<file path="src/rtl/t03_rx_pkg.sv">
// Shared types and constants for the host-link receive buffer.
package t03_rx_pkg;

    localparam int DEFAULT_DEPTH = 8;

    typedef enum logic [1:0] {
        IDLE     = 2'd0,
        ACK      = 2'd1,
        WAIT_LOW = 2'd2
    } rx_state_t;

endpackage

</file>
<file path="src/rtl/t03_sync2.sv">
// Two-flop level synchronizer, asynchronous reset to 0.
module t03_sync2 (
    input  logic clk,
    input  logic rst,
    input  logic d,
    output logic q
);

    logic meta_q, meta_d;
    logic sync_q, sync_d;

    always_comb begin
        meta_d = d;
        sync_d = meta_q;
    end

    always_ff @(posedge clk or posedge rst) begin
        if (rst) begin
            meta_q <= 1'b0;
            sync_q <= 1'b0;
        end else begin
            meta_q <= meta_d;
            sync_q <= sync_d;
        end
    end

    assign q = sync_q;

endmodule

</file>
<file path="src/rtl/t03_rx_buffer.sv">
// Host-link receive FIFO: level/ack handshake on the host side, first-word fall-through pop side.
// Build option T03_RX_OVERRUN_EN: drop bytes while full and flag overrun instead of stalling the host.
module t03_rx_buffer
    import t03_rx_pkg::*;
#(
    parameter int DEPTH = DEFAULT_DEPTH
) (
    input  logic                     hz100,
    input  logic                     reset,
    input  logic [7:0]               rxdata,
    input  logic                     rxready,
    output logic                     rxclk,
    input  logic                     rd_en,
    output logic [7:0]               rd_data,
    output logic                     empty,
    output logic                     full,
    output logic [$clog2(DEPTH):0]   count,
    output logic                     overrun
);

    localparam int AW = $clog2(DEPTH);
    localparam int CW = AW + 1;

    logic rx_s;

    t03_sync2 u_sync (
        .clk (hz100),
        .rst (reset),
        .d   (rxready),
        .q   (rx_s)
    );

    rx_state_t      state_q, state_d;
    logic           rxclk_q, rxclk_d;
    logic [AW-1:0]  wr_ptr_q, wr_ptr_d;
    logic [AW-1:0]  rd_ptr_q, rd_ptr_d;
    logic [AW-1:0]  rd_nxt;
    logic [CW-1:0]  count_q, count_d;
    logic [7:0]     rd_data_q, rd_data_d;
    logic [7:0]     mem [DEPTH];
    logic           push, pop, full_w, empty_w;
`ifdef T03_RX_OVERRUN_EN
    logic           drop;
    logic           overrun_q, overrun_d;
`endif

    assign full_w  = (count_q == CW'(DEPTH));
    assign empty_w = (count_q == '0);

    // Space is judged from the registered count, so a same-cycle pop never frees room for a push.
    always_comb begin
        state_d = state_q;
        rxclk_d = 1'b0;
        push    = 1'b0;
`ifdef T03_RX_OVERRUN_EN
        drop    = 1'b0;
`endif
        case (state_q)
            IDLE: begin
                if (rx_s) begin
                    if (!full_w) begin
                        push    = 1'b1;
                        state_d = ACK;
                        rxclk_d = 1'b1;
                    end
`ifdef T03_RX_OVERRUN_EN
                    else begin
                        drop    = 1'b1;
                        state_d = ACK;
                        rxclk_d = 1'b1;
                    end
`endif
                end
            end
            ACK:      state_d = WAIT_LOW;
            WAIT_LOW: if (!rx_s) state_d = IDLE;
            default:  state_d = IDLE;
        endcase
    end

    always_comb begin
        pop      = rd_en && !empty_w;
        rd_nxt   = rd_ptr_q + AW'(1);
        wr_ptr_d = push ? wr_ptr_q + AW'(1) : wr_ptr_q;
        rd_ptr_d = pop  ? rd_nxt : rd_ptr_q;
        count_d  = count_q + CW'(push) - CW'(pop);

        // Registered head: after a pop it is the next stored byte, or the byte being pushed
        // if that pop empties the stored contents; it holds its last value while empty.
        rd_data_d = rd_data_q;
        if (pop) begin
            if (count_q == CW'(1)) begin
                if (push) rd_data_d = rxdata;
            end else begin
                rd_data_d = mem[rd_nxt];
            end
        end else if (push && empty_w) begin
            rd_data_d = rxdata;
        end
    end

    always_ff @(posedge hz100) begin
        if (push) mem[wr_ptr_q] <= rxdata;
    end

    always_ff @(posedge hz100 or posedge reset) begin
        if (reset) begin
            state_q   <= IDLE;
            rxclk_q   <= 1'b0;
            wr_ptr_q  <= '0;
            rd_ptr_q  <= '0;
            count_q   <= '0;
            rd_data_q <= 8'h00;
        end else begin
            state_q   <= state_d;
            rxclk_q   <= rxclk_d;
            wr_ptr_q  <= wr_ptr_d;
            rd_ptr_q  <= rd_ptr_d;
            count_q   <= count_d;
            rd_data_q <= rd_data_d;
        end
    end

`ifdef T03_RX_OVERRUN_EN
    assign overrun_d = overrun_q | drop;

    always_ff @(posedge hz100 or posedge reset) begin
        if (reset) overrun_q <= 1'b0;
        else       overrun_q <= overrun_d;
    end

    assign overrun = overrun_q;
`else
    assign overrun = 1'b0;
`endif

    assign rxclk   = rxclk_q;
    assign rd_data = rd_data_q;
    assign empty   = empty_w;
    assign full    = full_w;
    assign count   = count_q;

endmodule

</file>
<file path="config.mk">
export PLATFORM = sky130hd
export DESIGN_NAME = t03_rx_buffer
export DESIGN_NICKNAME = d
export VERILOG_FILES = /design/src/rtl/t03_rx_pkg.sv /design/src/rtl/t03_sync2.sv /design/src/rtl/t03_rx_buffer.sv
export SDC_FILE = /design/constraint.sdc
export NUM_CORES = 1
export LEC_CHECK = 0
export BUFFER_PORTS_ARGS = -buffer_cell sky130_fd_sc_hd__buf_2
export CORE_ASPECT_RATIO = 0.7
export CORE_UTILIZATION = 45
export CTS_CLUSTER_SIZE = 8
export DETAILED_ROUTE_END_ITERATION = 8
export PLACE_DENSITY_LB_ADDON = 0.2
export SYNTH_ARGS = -nofsm -noshare
export SYNTH_HDL_FRONTEND = slang
export SYNTH_HIERARCHICAL = 1
export SYNTH_SLANG_ARGS = --single-unit
</file>
<file path="constraint.sdc">
create_clock -name hz100 -period 2.6 [get_ports hz100]
set_input_delay 0.65 -clock hz100 [delete_from_list [all_inputs] [get_ports hz100]]
set_output_delay 0.65 -clock hz100 [all_outputs]
set_load 0.03 [all_outputs]
</file>
-- After elaboration in Yosys (flattened, before gate mapping)
Memories as Yosys holds them, arrays and structs flattened.
Cells that the tools add are included.
- flip-flop bits (word level): 23
- bits in writable memories: 64
- memories kept: 1
- memories (memory ; words ; bits a word ; rd ports ; clocked after memory_dff ; wr ports ; line ; text):
    mem ; 8 ; 8 ; 1 ; 0 ; 1 ; t03_rx_buffer.sv:40 ; logic [7:0] mem [DEPTH];
- add/sub/neg operators: 4
- equality and inequality tests: 8
- mux-type cells: 13
- reduce and logical (&&, ||, !) cells: 8
- operators by type and width (operator ; number):
    8-bit 2-to-1 mux ; 4
    3-bit by 1-bit adder with 3-bit output, second input constant ; 2
    2-bit 2-to-1 mux ; 3
    2-bit one-hot mux with 3 select lines ; 1
    1-bit 2-to-1 mux ; 5
    4-bit by 1-bit adder with 4-bit output ; 1
    4-bit by 1-bit equality test with 1-bit output, second input constant ; 1
    4-bit equality test, second input constant ; 1
    4-bit zero test ; 1
    2-bit != test, second input constant ; 2
    4-bit by 1-bit subtractor with 4-bit output ; 1
    3-bit != test, second input constant ; 1
    3-bit AND reduction ; 1
    2-bit by 1-bit equality test with 1-bit output, second input constant ; 1
    2-bit equality test, second input constant ; 1
    1-bit logical AND ; 2
    2-bit zero test ; 1
    2-bit by 1-bit != test with 1-bit output, second input constant ; 1
    2-bit AND reduction ; 1
    2-bit nonzero test ; 1
    1-bit zero test ; 1

-- Depth between registers and ports, before layout
- word-level depth: 7
- gate-level depth with buffers: 12
- gate-level depth less buffers: 11

-- Modules after synthesis
The synthesis kept the hierarchy.
- modules (own cells, without submodules) (module ; times used ; cells an instance ; area each (um^2) ; seq. area each (um^2)):
    t03_rx_buffer ; 1 ; 219 ; 3678.5 ; 2447.3
    t03_sync2 ; 1 ; 3 ; 53.8 ; 50.0

-- Worst setup path after synthesis
OpenSTA, ideal clock, no wires.
- path kind: register to register
- from: register count_q[2] (netlist: count[2])
- to: memory mem[0][0], enable pin
- library setup time: 0.395 ns
- arrival time: 2.521 ns
- setup slack: -0.315 ns
- cell stages (with the launch flop): 7
- path buffers: 1
- period minus slack after synthesis: 2.915 ns
- cell sequence: dfrtp_1 inv_1 ha_1 nor3b_2 or4b_1 buf_6 nor4_1
- cells in the longest elaborated chain, start to end: 6
- ends and longest elaborated chain (element ; line ; text):
    from (decl) ; t03_rx_buffer.sv:38 ; logic [CW-1:0] count_q, count_d;
    from (signal assigned) ; t03_rx_buffer.sv:119 ; count_q <= count_d;
    4-bit equality test ; t03_rx_buffer.sv:47 ; assign full_w = (count_q == CW'(DEPTH));
    named net full ; t03_rx_buffer.sv:16 ; output logic full,
    1-bit 2-to-1 mux ; t03_rx_buffer.sv:61 ; if (!full_w) begin
    1-bit 2-to-1 mux ; t03_rx_buffer.sv:60 ; if (rx_s) begin
    1-bit 2-to-1 mux ; t03_rx_buffer.sv:58 ; case (state_q)
    1-bit 2-to-1 mux ; t03_rx_buffer.sv:103 ; if (push) mem[wr_ptr_q] <= rxdata;
    1-bit 2-to-1 mux (not written as such) ; t03_rx_buffer.sv:103 ;
    to (decl) ; t03_rx_buffer.sv:40 ;
The timed path passes the listed nets, and every way through them passes these cells.

-- Worst setup path after layout
- from: register count_q[2] (netlist: count[2])
- to: register count_q[2] (netlist: count[2])
- cells in the longest elaborated chain, start to end: 6
- elaborated cells on any way between the ends: 9
- those cells by class: add/sub: 2; eq/ne: 1; mux: 3; reduce/logical: 3
- ends and longest elaborated chain (element ; line ; text):
    4-bit equality test ; t03_rx_buffer.sv:47 ;
    1-bit 2-to-1 mux ; t03_rx_buffer.sv:61 ;
    1-bit 2-to-1 mux ; t03_rx_buffer.sv:60 ;
    1-bit 2-to-1 mux ; t03_rx_buffer.sv:58 ;
    4-bit by 1-bit adder with 4-bit output ; t03_rx_buffer.sv:86 ; count_d = count_q + CW'(push) - CW'(pop);
    4-bit by 1-bit subtractor with 4-bit output (*) ; t03_rx_buffer.sv:86 ;
    named net count_d[2] ; t03_rx_buffer.sv:38 ;
The timed path passes the listed nets; every way through them passes the cells marked *.
A chain may end at the register's enable or synchronous reset.

==> impl_metrics.yaml <==
finish:
  area_growth_pct: 17.5
  sequential_cell_area_um2: 2500
  final_cell_area_um2: 4390
  multiInputGateArea_um2: 1130
  n_fill_cell: 595
  antenna-diode-count: 0
  drive_above_1_share: 0.270
  layout.nets: 287
  fin_util: 0.553
pwr:
  total_power_uw: 5570
  p_leak_uw: 0.00176
  cellPowerDensity_nw_per_um2: 1270
  worst_ir_drop_vdd_mv: 1.25
logic_synthesis:
  synth-async-reset-ratio: 0.264
  post_synth_num_cell_types: 34
  syn_area_um2: 3730
  average_cell_area_after_synthesis_um2: 16.8
  synth-edff-count: 64
  synth_sequential_area_ratio: 0.669
  postSynthCellCount: 222
  yosys_warnings: 6
  postSynthNetCount: 244
  number_of_register_bits_inferred_by_synthesis: 87
  ys_dominant_reg_cell: "sky130_fd_sc_hd__edfxtp_1"
timing:
  grt_setup_unrepaired: "false"
  hold_viol: 0
  final_cycle_utilization_of_the_critical_path: 0.946
  setup-tns-final_ns: 0
  slew_viol_final: 0
  finalWorstPathRequiredPeriod_ns: 2.46
  clock.fmax_ghz: 0.407
  timing.final.setup_violations: 0
  maxSlewHeadroom: 0.459
  finClkSkew_ns: 0.00567
  worst_slew_pin_slew_ns: 0.811
  fin_worst_hold_slack_ns: 0.163
global_routing:
  largest_net_degree_at_the_start_of_global_routing: 34
  grt_pass1_vias: 1950
  grt-ovfl-total: 0
  antenna_violations_before_repair: 0
  tot_gr_track_use: 0.173
  first_pass_grt_wire_length_um: 10800
critical_path:
  critPathMostFrequentCell: "sky130_fd_sc_hd__ha_1"
  startpoint_type: "register"
  crit_arrival_ns: 2.67
  worst-r2r-cell-count: 9
  timing.critical_path.cells: "inv_2 > ha_1 > nor3b_4 > or4b_4 > ha_1 > inv_1 > ha_1 > fa_1 > xor2_1"
  critPathKind: "reg2reg"
  cp-end-kind: "register"
  worstSetupPathDepth: 9
  critical-path-top-delay-family: "adder cells"
  critical-path-max-stage-delay_ns: 0.51
  critPathRequiredTime_ns: 2.82
  critical_path.n_buffers_inverters: 2
  maximum_fanout_along_the_worst_path: 3
  cpMaxStageDelayCell: "sky130_fd_sc_hd__or4b_4"
cts:
  clock_tree.root_cell: "sky130_fd_sc_hd__clkbuf_16"
  clock_path_buffers: 2
  insertion_delay_ns: 0.34
  numCtsBuffers: 9
  worst_setup_hold_path_clk_slew_ns: 0.06
  clock_sink_count: 87
  cts_tree: "yes"
  cts-htree-levels: 3
floorplanning:
  ios: 28
  floorplan.rows: 27
  die_w_um: 111
  die_height_um: 78.2
  floorplan.initialDensity: 0.470
  dieArea_um2: 8670
  core_region_area_um2: 7940
route:
  routed_via_density: 5.26
  ant_nets: 0
  remaining_drc_errors: 0
  dr_total_vias: 1953
  drt_pre_antenna_iters: 4
  routed_wire_length_per_instance_um: 18.3
  detail_route.wirelength_um: 6770
  first_iter_violations: 138
placement:
  dpl.hpwl_um: 4380
  port-buffer-count: 26
  detailed_place.area_um2: 4070
  weighted_congestion_reported_at_the_end_of_routability_driven_placement: 0.778
run:
  drv_cap: 0
hold_path:
  hold_path_class: "in2async"
outcome:
  run_status: "complete, no violations"
==> metrics by stage <==
stage,setup slack [ns],instances
floorplan,-0.0947,222
global placement,0.156,355
detailed placement,0.0866,355
CTS,0.0753,371
global route,0.0223,371
finish,0.142,371
==> sequential cells by signal (all words and copies together) (netlist names) <==
register,cells
wr_ptr_q,3
rd_ptr_q,3
u_sync/meta_q,1
state_q,2
rd_data,8
mem,64
count,4
rxclk,1
u_sync/q,1
==> layer usage <==
metal / track usage / wire, µm / vias up
li1: - / - / 920
met1: 0.243 / 3340 / 977
met2: 0.255 / 3050 / 47
met3: 0.0533 / 301 / 9
met4: 0.0640 / 81 / 0
met5: 0 / 0 / -
==> layout make-up <==
type / instances / area share
multi-input cells: 115 / 0.258
inverters: 10 / 0.0114
repair buffers: 42 / 0.0599
flip-flops and latches: 87 / 0.570
clock buffers: 12 / 0.0562
clock inverters: 4 / 0.0157
well taps: 101 / 0.0288
==> synthesized netlist by cell type (2+ instances only) <==
library cell	instances	share of area
sky130_fd_sc_hd__dfrtp_1	23	0.15
sky130_fd_sc_hd__edfxtp_1	64	0.51
sky130_fd_sc_hd__clkbuf_1	3	0.0030
sky130_fd_sc_hd__mux4_1	7	0.049
sky130_fd_sc_hd__nand2_1	11	0.011
sky130_fd_sc_hd__xnor2_1	4	0.0094
sky130_fd_sc_hd__mux2i_1	33	0.089
sky130_fd_sc_hd__a21oi_1	17	0.023
sky130_fd_sc_hd__nor3_1	4	0.0054
sky130_fd_sc_hd__nand2b_1	3	0.0050
sky130_fd_sc_hd__buf_4	3	0.0060
sky130_fd_sc_hd__nor2_1	3	0.0030
sky130_fd_sc_hd__mux2_4	2	0.0080
sky130_fd_sc_hd__xor2_1	2	0.0047
sky130_fd_sc_hd__inv_1	9	0.0091
sky130_fd_sc_hd__mux2_2	6	0.018
sky130_fd_sc_hd__buf_6	3	0.0091
sky130_fd_sc_hd__ha_1	9	0.030
==> where the power goes <==
part	internal [µW]	leakage, µW	total [µW]	switching, µW
sequential	1780	0.000848	1950	173
clock	863	0.000154	1350	488
combinational	1060	0.000760	2270	1210
total	3700	0.00176	5570	1870
==> timing repair <==
action,in CTS,in global routing
setup buffers,0,0
resized for setup,0,1
hold buffers,0,0
endpoints found under the setup margin,0,1
==> kinds of logic after synthesis <==
| logic type | share of synthesized area |
|---|---|
| AOI/OAI and AO/OA | 0.0325 |
| xor gates and xnor gates | 0.0215 |
| adders and majority gates | 0.0355 |
| buffers and inverters | 0.0329 |
| DFF | 0.669 |
| muxes | 0.170 |
| other | 0.00100 |
| and+or+nand+nor | 0.0376 |
==> final timing paths <==
kind / start / end / slack [ns]
min in group hz100: u_sync/meta_q$_DFF_PP0_ / u_sync/q$_DFF_PP0_ / 0.35
max: count[2]$_DFF_PP0_ / count[2]$_DFF_PP0_ / 0.14
min reg2reg: u_sync/meta_q$_DFF_PP0_ / u_sync/q$_DFF_PP0_ / 0.35
max reg2reg: count[2]$_DFF_PP0_ / count[2]$_DFF_PP0_ / 0.14
max in group asynchronous: reset / count[2]$_DFF_PP0_ / 1.56
min: reset / u_sync/meta_q$_DFF_PP0_ / 0.16
==> layout by cell type, fill, tap and decap left out, types with 2 or more instances in the layout <==
cell,instances
sky130_fd_sc_hd__nand2b_1,3
sky130_fd_sc_hd__buf_4,15
sky130_fd_sc_hd__a21oi_1,17
sky130_fd_sc_hd__mux2_4,2
sky130_fd_sc_hd__nor3_1,3
sky130_fd_sc_hd__clkbuf_1,2
sky130_fd_sc_hd__mux4_1,7
sky130_fd_sc_hd__nor2_1,3
sky130_fd_sc_hd__ha_1,9
sky130_fd_sc_hd__xor2_1,2
sky130_fd_sc_hd__xnor2_1,4
sky130_fd_sc_hd__inv_1,8
sky130_fd_sc_hd__nand2_1,11
sky130_fd_sc_hd__buf_2,26
sky130_fd_sc_hd__mux2_2,6
sky130_fd_sc_hd__bufinv_16,2
sky130_fd_sc_hd__edfxtp_1,64
sky130_fd_sc_hd__dfrtp_1,22
sky130_fd_sc_hd__clkbuf_16,9
sky130_fd_sc_hd__mux2i_1,33
Note: power is estimated with default switching activity, not from simulation.
